File: src/rtl/scan_mux_pkg.sv
// Shared definitions for scan_mux: FSM state encoding, mode constants and the
// index-width helper used to validate SEL_W.
package scan_mux_pkg;

    typedef enum logic [1:0] {
        ST_IDLE   = 2'd0,
        ST_MANUAL = 2'd1,
        ST_SCAN   = 2'd2
    } state_e;

    localparam logic MODE_MANUAL = 1'b0;
    localparam logic MODE_SCAN   = 1'b1;

    function automatic int clog2(input int value);
        int r;
        r = 0;
        for (int i = 0; i < 31; i++) begin
            r = ((1 << i) < value) ? i + 1 : r;
        end
        return r;
    endfunction

endpackage

File: src/rtl/scan_mux_rr_next_ch.sv
// rr_next_ch: finds the next set mask bit strictly after cur (cyclic), flagging
// an empty mask and a search that wrapped to a lower-or-equal index.
module rr_next_ch #(
    parameter int N_CH  = 4,
    parameter int SEL_W = 2
) (
    input  logic [SEL_W-1:0] cur_i,
    input  logic [N_CH-1:0]  mask_i,
    output logic [SEL_W-1:0] next_o,
    output logic             none_o,
    output logic             wrapped_o
);

    logic [SEL_W-1:0] after_idx;
    logic [SEL_W-1:0] low_idx;
    logic             after_hit;
    logic             any_hit;
    logic             above;

    // Descending walk: the last hit kept is the lowest index above cur / overall.
    always_comb begin
        after_idx = '0;
        low_idx   = '0;
        after_hit = 1'b0;
        any_hit   = 1'b0;
        above     = 1'b0;
        for (int k = N_CH - 1; k >= 0; k--) begin
            above     = mask_i[k] && (k > int'(cur_i));
            low_idx   = mask_i[k] ? SEL_W'(k) : low_idx;
            any_hit   = any_hit | mask_i[k];
            after_idx = above ? SEL_W'(k) : after_idx;
            after_hit = after_hit | above;
        end
        next_o    = after_hit ? after_idx : low_idx;
        none_o    = !any_hit;
        wrapped_o = any_hit && !after_hit;
    end

endmodule

File: src/rtl/scan_mux.sv
// scan_mux: N_CH-channel, W-bit time-division multiplexer with manual select,
// auto-scan with per-channel skip mask, dwell timing and wrap strobe.
module scan_mux
    import scan_mux_pkg::*;
#(
    parameter int N_CH  = 4,
    parameter int W     = 1,
    parameter int SEL_W = 2,
    parameter int DWELL = 1
) (
    input  logic              clk,
    input  logic              rst_n,
    input  logic              en,
    input  logic              mode,
    input  logic [SEL_W-1:0]  sel_in,
    input  logic [N_CH-1:0]   ch_mask,
    input  logic [N_CH*W-1:0] din,
    output logic [W-1:0]      dout,
    output logic [SEL_W-1:0]  ch_out,
    output logic              valid,
    output logic              wrap
);

    localparam logic [7:0] DWELL_LAST = 8'(DWELL - 1);

    if (SEL_W != clog2(N_CH)) begin : g_sel_w_check
        $error("scan_mux: SEL_W must equal clog2(N_CH)");
    end

    state_e           state_q, state_d;
    logic [SEL_W-1:0] ch_q, ch_d;
    logic [W-1:0]     dout_q, dout_d;
    logic [7:0]       cnt_q, cnt_d;
    logic             valid_q, valid_d;
    logic             wrap_q, wrap_d;
    logic [SEL_W-1:0] nx_ch_s;
    logic             nx_none_s;
    logic             nx_wrap_s;
    logic             sel_ok_s;
    logic             cur_in_mask_s;
    logic             scanning_s;

    function automatic logic [W-1:0] pick(input logic [SEL_W-1:0] idx,
                                          input logic [N_CH*W-1:0] bus);
        logic [W-1:0] r;
        r = '0;
        for (int k = 0; k < N_CH; k++) begin
            r = (int'(idx) == k) ? bus[k*W +: W] : r;
        end
        return r;
    endfunction

    rr_next_ch #(
        .N_CH  (N_CH),
        .SEL_W (SEL_W)
    ) u_next_ch (
        .cur_i     (ch_q),
        .mask_i    (ch_mask),
        .next_o    (nx_ch_s),
        .none_o    (nx_none_s),
        .wrapped_o (nx_wrap_s)
    );

    assign sel_ok_s      = int'(sel_in) < N_CH;
    assign cur_in_mask_s = ch_mask[ch_q];
    // Counter only advances while a channel was actually presented in SCAN last cycle,
    // so a resume from IDLE re-presents the frozen count.
    assign scanning_s    = (state_q == ST_SCAN) && valid_q;

    // Next-state and next-output logic; the action taken is that of the state being entered.
    always_comb begin
        state_d = state_q;
        ch_d    = ch_q;
        dout_d  = dout_q;
        cnt_d   = cnt_q;
        valid_d = 1'b0;
        wrap_d  = 1'b0;
        if (!en) begin
            state_d = ST_IDLE;
        end else begin
            case (mode)
                MODE_MANUAL: state_d = ST_MANUAL;
                MODE_SCAN:   state_d = ST_SCAN;
                default:     state_d = ST_IDLE;
            endcase
        end
        case (state_d)
            ST_MANUAL: begin
                cnt_d = 8'd0;
                if (sel_ok_s) begin
                    ch_d    = sel_in;
                    dout_d  = pick(sel_in, din);
                    valid_d = 1'b1;
                end else begin
                    dout_d = '0;
                end
            end
            ST_SCAN: begin
                if (nx_none_s) begin
                    dout_d = '0;
                    cnt_d  = 8'd0;
                end else if (!cur_in_mask_s || (scanning_s && (cnt_q == DWELL_LAST))) begin
                    ch_d    = nx_ch_s;
                    cnt_d   = 8'd0;
                    dout_d  = pick(nx_ch_s, din);
                    valid_d = 1'b1;
                    wrap_d  = nx_wrap_s;
                end else begin
                    cnt_d   = scanning_s ? cnt_q + 8'd1 : cnt_q;
                    dout_d  = pick(ch_q, din);
                    valid_d = 1'b1;
                end
            end
            default: begin
                ch_d = ch_q;
            end
        endcase
    end

    // State, dwell counter and output registers with synchronous active-low reset.
    always_ff @(posedge clk) begin
        if (!rst_n) begin
            state_q <= ST_IDLE;
            ch_q    <= '0;
            dout_q  <= '0;
            cnt_q   <= 8'd0;
            valid_q <= 1'b0;
            wrap_q  <= 1'b0;
        end else begin
            state_q <= state_d;
            ch_q    <= ch_d;
            dout_q  <= dout_d;
            cnt_q   <= cnt_d;
            valid_q <= valid_d;
            wrap_q  <= wrap_d;
        end
    end

    assign dout   = dout_q;
    assign ch_out = ch_q;
    assign valid  = valid_q;
    assign wrap   = wrap_q;

endmodule
File: config.mk
export PLATFORM = sky130hd
export DESIGN_NAME = scan_mux
export DESIGN_NICKNAME = d
export VERILOG_FILES = /design/src/rtl/scan_mux_pkg.sv /design/src/rtl/scan_mux_rr_next_ch.sv /design/src/rtl/scan_mux.sv
export SDC_FILE = /design/constraint.sdc
export NUM_CORES = 1
export LEC_CHECK = 0
export BUFFER_PORTS_ARGS = -buffer_cell sky130_fd_sc_hd__buf_4
export CAP_MARGIN = 20
export CORE_UTILIZATION = 30
export CTS_CLUSTER_DIAMETER = 50
export DETAILED_ROUTE_END_ITERATION = 16
export PLACE_DENSITY = 0.56
export SETUP_SLACK_MARGIN = 0.5
export SLEW_MARGIN = 10
export SYNTH_ARGS = -nofsm -noshare
export SYNTH_HDL_FRONTEND = slang
export SYNTH_SLANG_ARGS = --single-unit
File: constraint.sdc
create_clock -name clk -period 3.4 [get_ports clk]
set_input_delay 1.02 -clock clk [delete_from_list [all_inputs] [get_ports clk]]
set_output_delay 1.02 -clock clk [all_outputs]
set_load 0.01 [all_outputs]
After elaboration in Yosys (flattened, before gate mapping) --
Index checks and enable logic that the tools add are counted.
Word-level totals: register bits after elaboration 15, input bits 14, output and inout bits 5, word-level logic and storage cells 85
Operators by class: add/sub/neg operators 1, magnitude comparators 4, eq/ne operators 15, muxes and demuxes 36, bitwise gates (word level) 6, reduce and logical (&&, ||, !) cells 17
Operators by type and width (number):
- $mux 8 | 3
- $mux 2 | 11
- $eq 2x2->1 const B | 8
- $mux 1 | 16
- $pmux 8 s2 | 1
- $add 8x1->8 const B | 1
- $eq 2x1->1 const B | 4
- $logic_not 8->1 | 1
- $pmux 2 s2 | 2
- $logic_and 1x1->1 | 6
- $logic_not 2->1 | 3
- $or 1x1->1 | 5
- $gt 2x2->1 const A | 2
- $ne 4x4->1 const B | 1
- $pmux 1 s2 | 2
- $reduce_and 4->1 | 1
- $lt 2x3->1 const B | 1
- $reduce_and 3->1 | 1
- $bmux 1 s2 | 1
- $gt 1x2->1 const A | 1
- $logic_not 1->1 | 2
- $ne 2x1->1 const B | 1
- $ne 2x2->1 const B | 1
- $reduce_and 2->1 | 1
- other kinds (3) | 3

Logic depth before layout (Yosys ltp) --
Gate-level depths: netlist of run 1.
depth after elaboration 14, gate-level depth with buffers 7, mapped depth without buffers 7

By module --
A second synthesis of run 1 with hierarchy kept.
Second synthesis, totals: cell total of the unflattened synthesis 104, area total of the unflattened synthesis 944.7 um^2
By module, submodules not included:
- scan_mux | times used 1, cells an instance 88, area an instance 830.8 um^2, seq. area each 300.3 um^2
- rr_next_ch | times used 1, cells an instance 16, area an instance 113.9 um^2, seq. area each 0.0 um^2

Least setup slack after synthesis of run 1 --
Ideal clock, no wire load.
path type input -> register, start in ch_mask[3], end reg cnt_q[5], library setup time 125 ps, data arrival time 2325 ps, required time 3275 ps, slack 949 ps, stages on the path 6, buffers on the path 1, cells stage by stage clkbuf_1 > mux4_2 > a41oi_2 > nand4_1 > xor2_1 > nor2_1
Between the ends: word-level cells in the longest chain between the ends 7, elaborated cells between the ends (all ways) 12, classes of those cells eq/ne: 1; mux: 5; bitwise: 3; reduce/logical: 3
RTL lines:
- start, declared | RTL line scan_mux.sv:16 | input logic [N_CH-1:0] ch_mask,
- $bmux 1 s2 | RTL line scan_mux.sv:65 | assign cur_in_mask_s = ch_mask[ch_q];
- $mux 1 (implied by the code) | RTL line scan_mux.sv:65
- $logic_not 1->1 | RTL line scan_mux.sv:102 | end else if (!cur_in_mask_s || (scanning_s && (cnt_q == DWELL_LAST))) begin
- $logic_or 1x1->1 | RTL line scan_mux.sv:102
- $mux 8 | RTL line scan_mux.sv:102
- $mux 8 | RTL line scan_mux.sv:99 | if (nx_none_s) begin
- $pmux 8 s2 | RTL line scan_mux.sv:87 | case (state_d)
- end signal, assigned | RTL line scan_mux.sv:133 | cnt_q <= cnt_d;
- end, declared | RTL line scan_mux.sv:33 | logic [7:0] cnt_q, cnt_d;
Several ways; a longest one is shown, not always the timed one. The select of a mux whose other input is x is not followed. A chain may end at the register's enable or synchronous reset.

Final worst setup path of run 1 --
start in ch_mask[3], end reg cnt_q[6]
Same word-level chain as after synthesis.

==> metrics.txt, run 1 <==
worst path cell trace buf_4 -> mux4_2 -> a41oi_2 -> nand4_1 -> xor2_1 -> nor2_1; residual DRC count 0; Syn Nets 124; CTS tree done; Post-CTS Resized 0; sequential share of the synthesized area 31.5%; clock sink count 15; hold buffers post-CTS 0; combinational share of power 24.5%; # diodes 0; layout cells sized above 1 29.1%; root buf cell clkbuf_4; CP max stage delay 0.53 ns; CTS Buf Count 3; Yosys reg bits 15; Worst-Margin Slew 0.589 ns; gr usage total 13.9%; Max Slew Vio Count 0; hold endpoint cnt_q[7]; GPL Wtd Cong 0.782; Setup Viol. Count Final 0; total gr overflow 0; H-tree levels 1; switching power share of the total 28.8%; Synth cell types 41; DR WL met3 96 µm; uppermost layer routed met4; WL met1 1050 µm; Critical Setup Path Class input port to register; R2R depth 7; sequential power share 49.3%; syn_area_per_cell 8.82 µm²; Initial Util 31.4%; Synth Warn # 0; P_int 274 µW; initial antenna violation count 0; P_sw 111 µW; Critical Path RT 3.57 ns; final hold viol count 0; initial DRC count 22; Hold Path Depth 1; first-pass GRT wire length 3620 µm; Clock Latency Late Sink 0.28 ns; Post-Route WL 2160 µm; Rel. slew slack 60.4%; Setup crit start kind input port; FF-to-FF setup slack 1.37 ns; largest fanout on the critical path 9; largest net degree at the start of global routing 11; Row Count 20; number of global-route vias before repair 823; delay-heaviest family, CP multiplexers; Cell Pwr Density 333 mW/mm²; reg2reg end cnt_q[3]; Syn-to-layout area delta 21.3%; Critical Path Slowest Stage Cell mux4_2; Post-CTS Repair Setup Buffers 0; total number of vias 865; post-DR wirelength/cell 12.6 µm; clk slew on worst S/H paths 0.09 ns; # IOs 19; Clock Power Share 26.2%; WL met2 1000 µm; DP Wirelength 1680 µm; CP bufs+invs 1; CTS max path bufs 2; Die X 58.3 µm; status finished clean; worst hold slack 0.474 ns; Critical Path AT 2.45 ns; DR pass1 iterations 4; fmax 437 MHz; input/output buffers 18; mapped cell area 952 µm²; reg2reg start cnt_q[0]; Fillers 316; Final period util 67.3%; Critical Path End Type register; worst hold path type register to register; final worst path period need 2.29 ns; LEAKAGE 0.440 nW; NumNets Final 144; Die Span Y 58.3 µm; total core area 0.00303 mm²; Routed Antenna Nets 0; Worst Skew 0.00250 ns; Max Cap Viol 0; Vias/cell 5.06; Hold Startpoint cnt_q[7]; Mapped Cells 108; post-route setup TNS 0 ns; RSZ-0062 raised after global routing false; VDD IR-drop max 213 µV; die area 0.00340 mm²
power groups by stage:
stage | Combinational (mW) | Clock [mW] | Sequential (mW)
floorplan | 0.0610 | 0 | 0.192
CTS | 0.0947 | 0.107 | 0.190
detailed placement | 0.0941 | 0 | 0.194
global route | 0.103 | 0.114 | 0.191
global placement | 0.0929 | 0 | 0.194
finish | 0.0943 | 0.101 | 0.190
layer usage:
metal | global-route usage (%) | up-vias
met5 | 0 | -
met4 | 2.72 | 0
met3 | 5.05 | 2
met2 | 22.3 | 17
met1 | 18.0 | 414
li1 | - | 432
per-stage QoR:
step	worst slack, ns	cell area [µm²]	total power [mW]	utilization [%]	cells
2_1_floorplan	0.949	952	0.253	-	108
3_3_place_gp	0.868	1130	0.287	37.3	167
3_5_place_dp	0.829	1130	0.288	37.3	167
4_1_cts	1.13	1150	0.391	38.1	171
5_1_grt	1.04	1150	0.409	38.1	171
6_report	1.11	1150	0.385	38.1	171
cell usage after synthesis:
cell | instances | area [µm²]
dfxtp_1 | 15 | 300
nand3b_1 | 1 | 7.51
xnor2_1 | 1 | 8.76
or3_1 | 1 | 6.26
or4_1 | 1 | 7.51
nand2_1 | 6 | 22.5
or3b_2 | 1 | 8.76
o311a_1 | 1 | 10.0
a41oi_2 | 1 | 16.3
or2_2 | 2 | 12.5
and3_1 | 1 | 6.26
mux4_2 | 3 | 67.6
nor4_1 | 1 | 6.26
o21ai_2 | 1 | 8.76
a221oi_1 | 2 | 17.5
o31ai_4 | 1 | 21.3
and3_2 | 1 | 7.51
or4b_4 | 1 | 13.8
a2111oi_2 | 1 | 15.0
nor2b_1 | 2 | 12.5
inv_1 | 8 | 30.0
and2_1 | 2 | 12.5
o22ai_1 | 4 | 25.0
mux2_2 | 1 | 11.3
a21oi_1 | 4 | 20.0
nor2_1 | 16 | 60.1
nand4_1 | 3 | 18.8
buf_2 | 2 | 10.0
nor3_1 | 2 | 10.0
clkbuf_1 | 1 | 3.75
xor2_1 | 5 | 43.8
a22oi_2 | 1 | 12.5
nand2_2 | 1 | 6.26
nand3_1 | 1 | 5.00
a211oi_1 | 3 | 22.5
a21oi_2 | 1 | 8.76
a211o_1 | 2 | 17.5
o21ai_0 | 2 | 10.0
o32a_1 | 1 | 10.0
ha_1 | 2 | 25.0
nand2b_1 | 2 | 12.5
sequential cells by signal, indices dropped and copies added, names as in the netlist:
| name | count |
|---|---|
| state_q | 2 |
| ch_out | 2 |
| valid | 1 |
| cnt_q | 8 |
| wrap | 1 |
| dout | 1 |
logic make-up (layout without fill, tap and decap cells):
family                   after synthesis  count (layout)  synth area share (%)
AO/OA/AOI/OAI                         25              25                  22.6
XOR/XNOR                               6               6                  5.52
adder cells (fa/ha/maj)                2               2                  2.63
buffers and inverters                 11              30                  4.60
flip-flops                            15              15                  31.5
multiplexers                           4               4                  8.28
AND/OR/NAND/NOR                       45              45                  24.8
worst reg2reg max path, delay by kind of cell (launching register included):
family,cells,cell delay [ns]
compound gates,2,0.67
fa+ha+maj,1,0.14
buf+inv,1,0.09
flops,1,0.33
simple gates,3,0.67
worst max path at each step:
stage / from / depth (start not counted) / to / slack (ns)
5_1_grt: ch_mask[2] / 6 / ch_out[1] / 1.04
3_5_place_dp: ch_mask[3] / 6 / cnt_q[6] / 0.83
6_report: ch_mask[3] / 6 / cnt_q[6] / 1.11
4_1_cts: ch_mask[3] / 6 / cnt_q[6] / 1.13
3_3_place_gp: ch_mask[3] / 6 / cnt_q[6] / 0.87
2_1_floorplan: ch_mask[3] / 6 / cnt_q[5] / 0.95
cell type report:
class                      count  area, µm²  share of cell area [%]
timing repair buffer          18        135                    11.7
clock buffer                   4       26.3                    2.28
sequential                    15        300                    26.0
inverter                       8       30.0                    2.60
tap                           44       55.1                    4.77
multi-input combinational     82        608                    52.7
placed cells by master, fill, tap and decap left out, drive strengths merged, types with 4 or more instances in the layout:
cell type,count
inv,8
dfxtp,15
nor2,16
xor2,5
a21oi,5
clkbuf,4
o22ai,4
buf,18
nand2,7
Note: power is estimated with default switching activity, not from simulation.
==> run 2, diff against run 1 <==
--- a/config.mk
+++ b/config.mk
@@ -5,12 +5,13 @@
 export SDC_FILE = /design/constraint.sdc
 export NUM_CORES = 1
 export LEC_CHECK = 0
+export ABC_AREA = 1
 export BUFFER_PORTS_ARGS = -buffer_cell sky130_fd_sc_hd__buf_4
 export CAP_MARGIN = 20
 export CORE_UTILIZATION = 30
 export CTS_CLUSTER_DIAMETER = 50
 export DETAILED_ROUTE_END_ITERATION = 16
-export PLACE_DENSITY = 0.56
+export PLACE_DENSITY = 0.55
 export SETUP_SLACK_MARGIN = 0.5
 export SLEW_MARGIN = 10
 export SYNTH_ARGS = -nofsm -noshare
==> constraint.sdc (replaced) <==
create_clock -name clk -period 2.3 [get_ports clk]
set_input_delay 0.69 -clock clk [delete_from_list [all_inputs] [get_ports clk]]
set_output_delay 0.69 -clock clk [all_outputs]
set_load 0.01 [all_outputs]
==> run 2 against run 1 <==
Count of clock-buffer cells in the layout shrank 1. Largest power group unchanged. Register-to-register slack worse by 0.62 ns. Critical path depth fell by 5.
==> metrics.txt, run 2 <==
Max Cap Viol 0 (unchanged); count leader, synth nand2_1; Critical Path Slowest Stage Cell dfxtp_1; RSZ-0062 raised after global routing false; Setup Viol. Count Final 0 (unchanged); delay-heaviest family, CP flip-flops; simple-gate area share of the yosys netlist 38.6% (+14 points); final hold viol count 0 (unchanged); Post-Route WL 2420 µm (+12%); layout cells sized above 1 22.8% (-6.4 points); clock sink count 15 (unchanged); Final period util 72.7%; DR pass1 iterations 4 (unchanged); input/output buffers 18 (unchanged); Critical Path End Type output pin; post-route setup TNS 0 ns (unchanged); Synth Warn # 0 (unchanged); total core area 0.00334 mm² (+10%); Mapped Cells 159 (+47%); Clock Latency Late Sink 0.28 ns (about the same); CTS Buf Count 3 (unchanged); number of global-route vias before repair 1032 (+25%); clk slew on worst S/H paths 0.09 ns (about the same); root buf cell clkbuf_4; ys flop type dfxtp_1; Final WS setup 0.627 ns (-0.485 ns); die area 0.00372 mm² (+9.3%); Post-synth EDFFs 0 (unchanged); async set-reset flop share out of synthesis 0% (unchanged); # IOs 19 (unchanged); largest fanout on the critical path 8 (-1); Biggest register cnt_q; Worst Skew 0.00443 ns (+0.00192 ns); Routed Antenna Nets 0 (unchanged); total number of vias 1044 (+21%); Synth Area in XOR/XNOR 4.20% (-1.3 points); DR WL met3 54 µm (-44%); Max Slew Vio Count 0 (unchanged); Post-synth top cells 36 x nand2_1, 21 x inv_1, 15 x dfxtp_1; CTS tree done; hold buffers post-CTS 0 (unchanged); worst hold path type register to register; fmax 598 MHz; LEAKAGE 0.557 nW (+27%); Place WS 0.532 ns (-0.298 ns); Die X 61.0 µm (+4.5%); syn_area_per_cell 6.56 µm² (-26%); Synth cell types 29 (-29%); synthesized-area fraction occupied by adder cells 2.40% (-0.23 points); final worst path period need 1.67 ns; commonest non-fill, non-tap cell in the layout nand2_1; CP max stage delay 0.51 ns (-0.02 ns); final core utilization 37.7% (-0.42 points); CTS max path bufs 2 (unchanged); Yosys top cell area share 28.8% (-2.8 points); mux cell area share after synthesis 0% (-8.3 points); status finished clean; Yosys reg bits 15 (unchanged); initial DRC count 31 (+41%); area leader, netlist dfxtp_1; first-pass GRT wire length 4320 µm (+19%); GPL Wtd Cong 0.875 (+12%); Post-CTS Repair Setup Buffers 0 (unchanged); max FFs per register 8 (unchanged); top area cells in the synthesized netlist dfxtp_1 29%, nand2_1 13%, inv_1 7.6%; post-DR wirelength/cell 10.7 µm (-15%); WL met2 1190 µm (+19%); Die Span Y 61.0 µm (+4.5%); Row Count 21 (+5.0%); Cell Pwr Density 471 mW/mm² (+41%); residual DRC count 0 (unchanged); Synth Area in Compound Gates 16.1% (-6.5 points); sequential share of the synthesized area 28.8% (-2.8 points); main combinational cell family by area after synthesis simple AND/OR/NAND/NOR gates; Critical Path AT 0.98 ns (-1.47 ns); commonest non-fill, non-tap cells in the layout 36 x nand2_1, 21 x inv_1, 18 x buf_4, 15 x dfxtp_1, 13 x nor2_1; Critical Path RT 1.61 ns (-1.96 ns); VDD IR-drop max 122 µV (-43%); Critical Setup Path Class register to output pin; H-tree levels 1 (unchanged); Initial Util 31.3% (-0.18 points); Rel. slew slack 78.8% (+18 points); Post-CTS Resized 0 (unchanged); WL met1 1120 µm (+6.8%); Syn-to-layout area delta 20.6%; uppermost layer routed met4; # diodes 0 (unchanged); total gr overflow 0 (unchanged); CP bufs+invs 1 (unchanged); DP Wirelength 2000 µm (+19%); Syn Nets 175 (+41%); gr usage total 15.7% (+1.8 points); worst path cell trace buf_4; mapped cell area 0.00104 mm² (+9.6%); Vias/cell 4.62 (-8.7%); initial antenna violation count 0 (unchanged); Worst-Margin Slew 0.317 ns (-0.272 ns); NumNets Final 197 (+37%); Setup crit start kind register; largest net degree at the start of global routing 10 (-1)
run 2: changes by cell type after synthesis, sizes merged, moves of 3 or more:
cell   previous run  this run
mux4              3         0
a21oi             5        11
nand3             1        13
nor3              2         8
nand2             7        42
inv               8        24
xor2              5         2
o22ai             4         0
o21ai             3        12
run 2: area by class of cell:
| cell class | instances | area (µm²) |
|---|---|---|
| fill | 387 | 2080 |
| multi-input combinational | 118 | 639 |
| sequential | 15 | 300 |
| timing repair buffer | 18 | 135 |
| inverter | 25 | 98.8 |
| tap | 46 | 57.6 |
| clock buffer | 3 | 22.5 |
| clock inverter | 1 | 5.00 |
run 2: routing by layer:
metal	vias to the layer above	global-route usage, %
li1	559	-
met1	466	18.0
met2	13	28.4
met3	6	2.35
met4	0	7.47
met5	-	0
run 2: kinds of logic (layout without fill, tap and decap cells):
group,count (synthesis),after routing
and+or+nand+nor,84,84
AOI/OAI and AO/OA,27,27
buffers and inverters,26,47
DFF,15,15
xor gates and xnor gates,5,5
adders and majority gates,2,2
run 2: path summary, 6_finish.rpt:
kind	startpoint	endpoint	slack, ns	cells past startpoint
max	ch_out[0]	ch_out[0]	0.63	1
min	cnt_q[0]	cnt_q[0]	0.51	2
max reg2reg	cnt_q[0]	ch_out[0]	0.75	9
min reg2reg	cnt_q[0]	cnt_q[0]	0.51	2
run 2: per-stage QoR:
| step | cell area, µm² | power, mW | cells | hold WS, ns |
|---|---|---|---|---|
| 6_report | 1260 | 0.592 | 226 | 0.512 |
| 3_5_place_dp | 1230 | 0.455 | 222 | 0.499 |
| 5_1_grt | 1260 | 0.642 | 226 | 0.535 |
| 2_1_floorplan | 1040 | 0.395 | 159 | 0.461 |
| 3_3_place_gp | 1230 | 0.452 | 222 | 0.472 |
| 4_1_cts | 1260 | 0.606 | 226 | 0.515 |
run 2: power breakdown:
group	internal (mW)	leakage, nW	switching, mW
registers	0.270	0.122	0.0120
logic	0.0646	0.417	0.100
clock network	0.0646	0.0177	0.0809
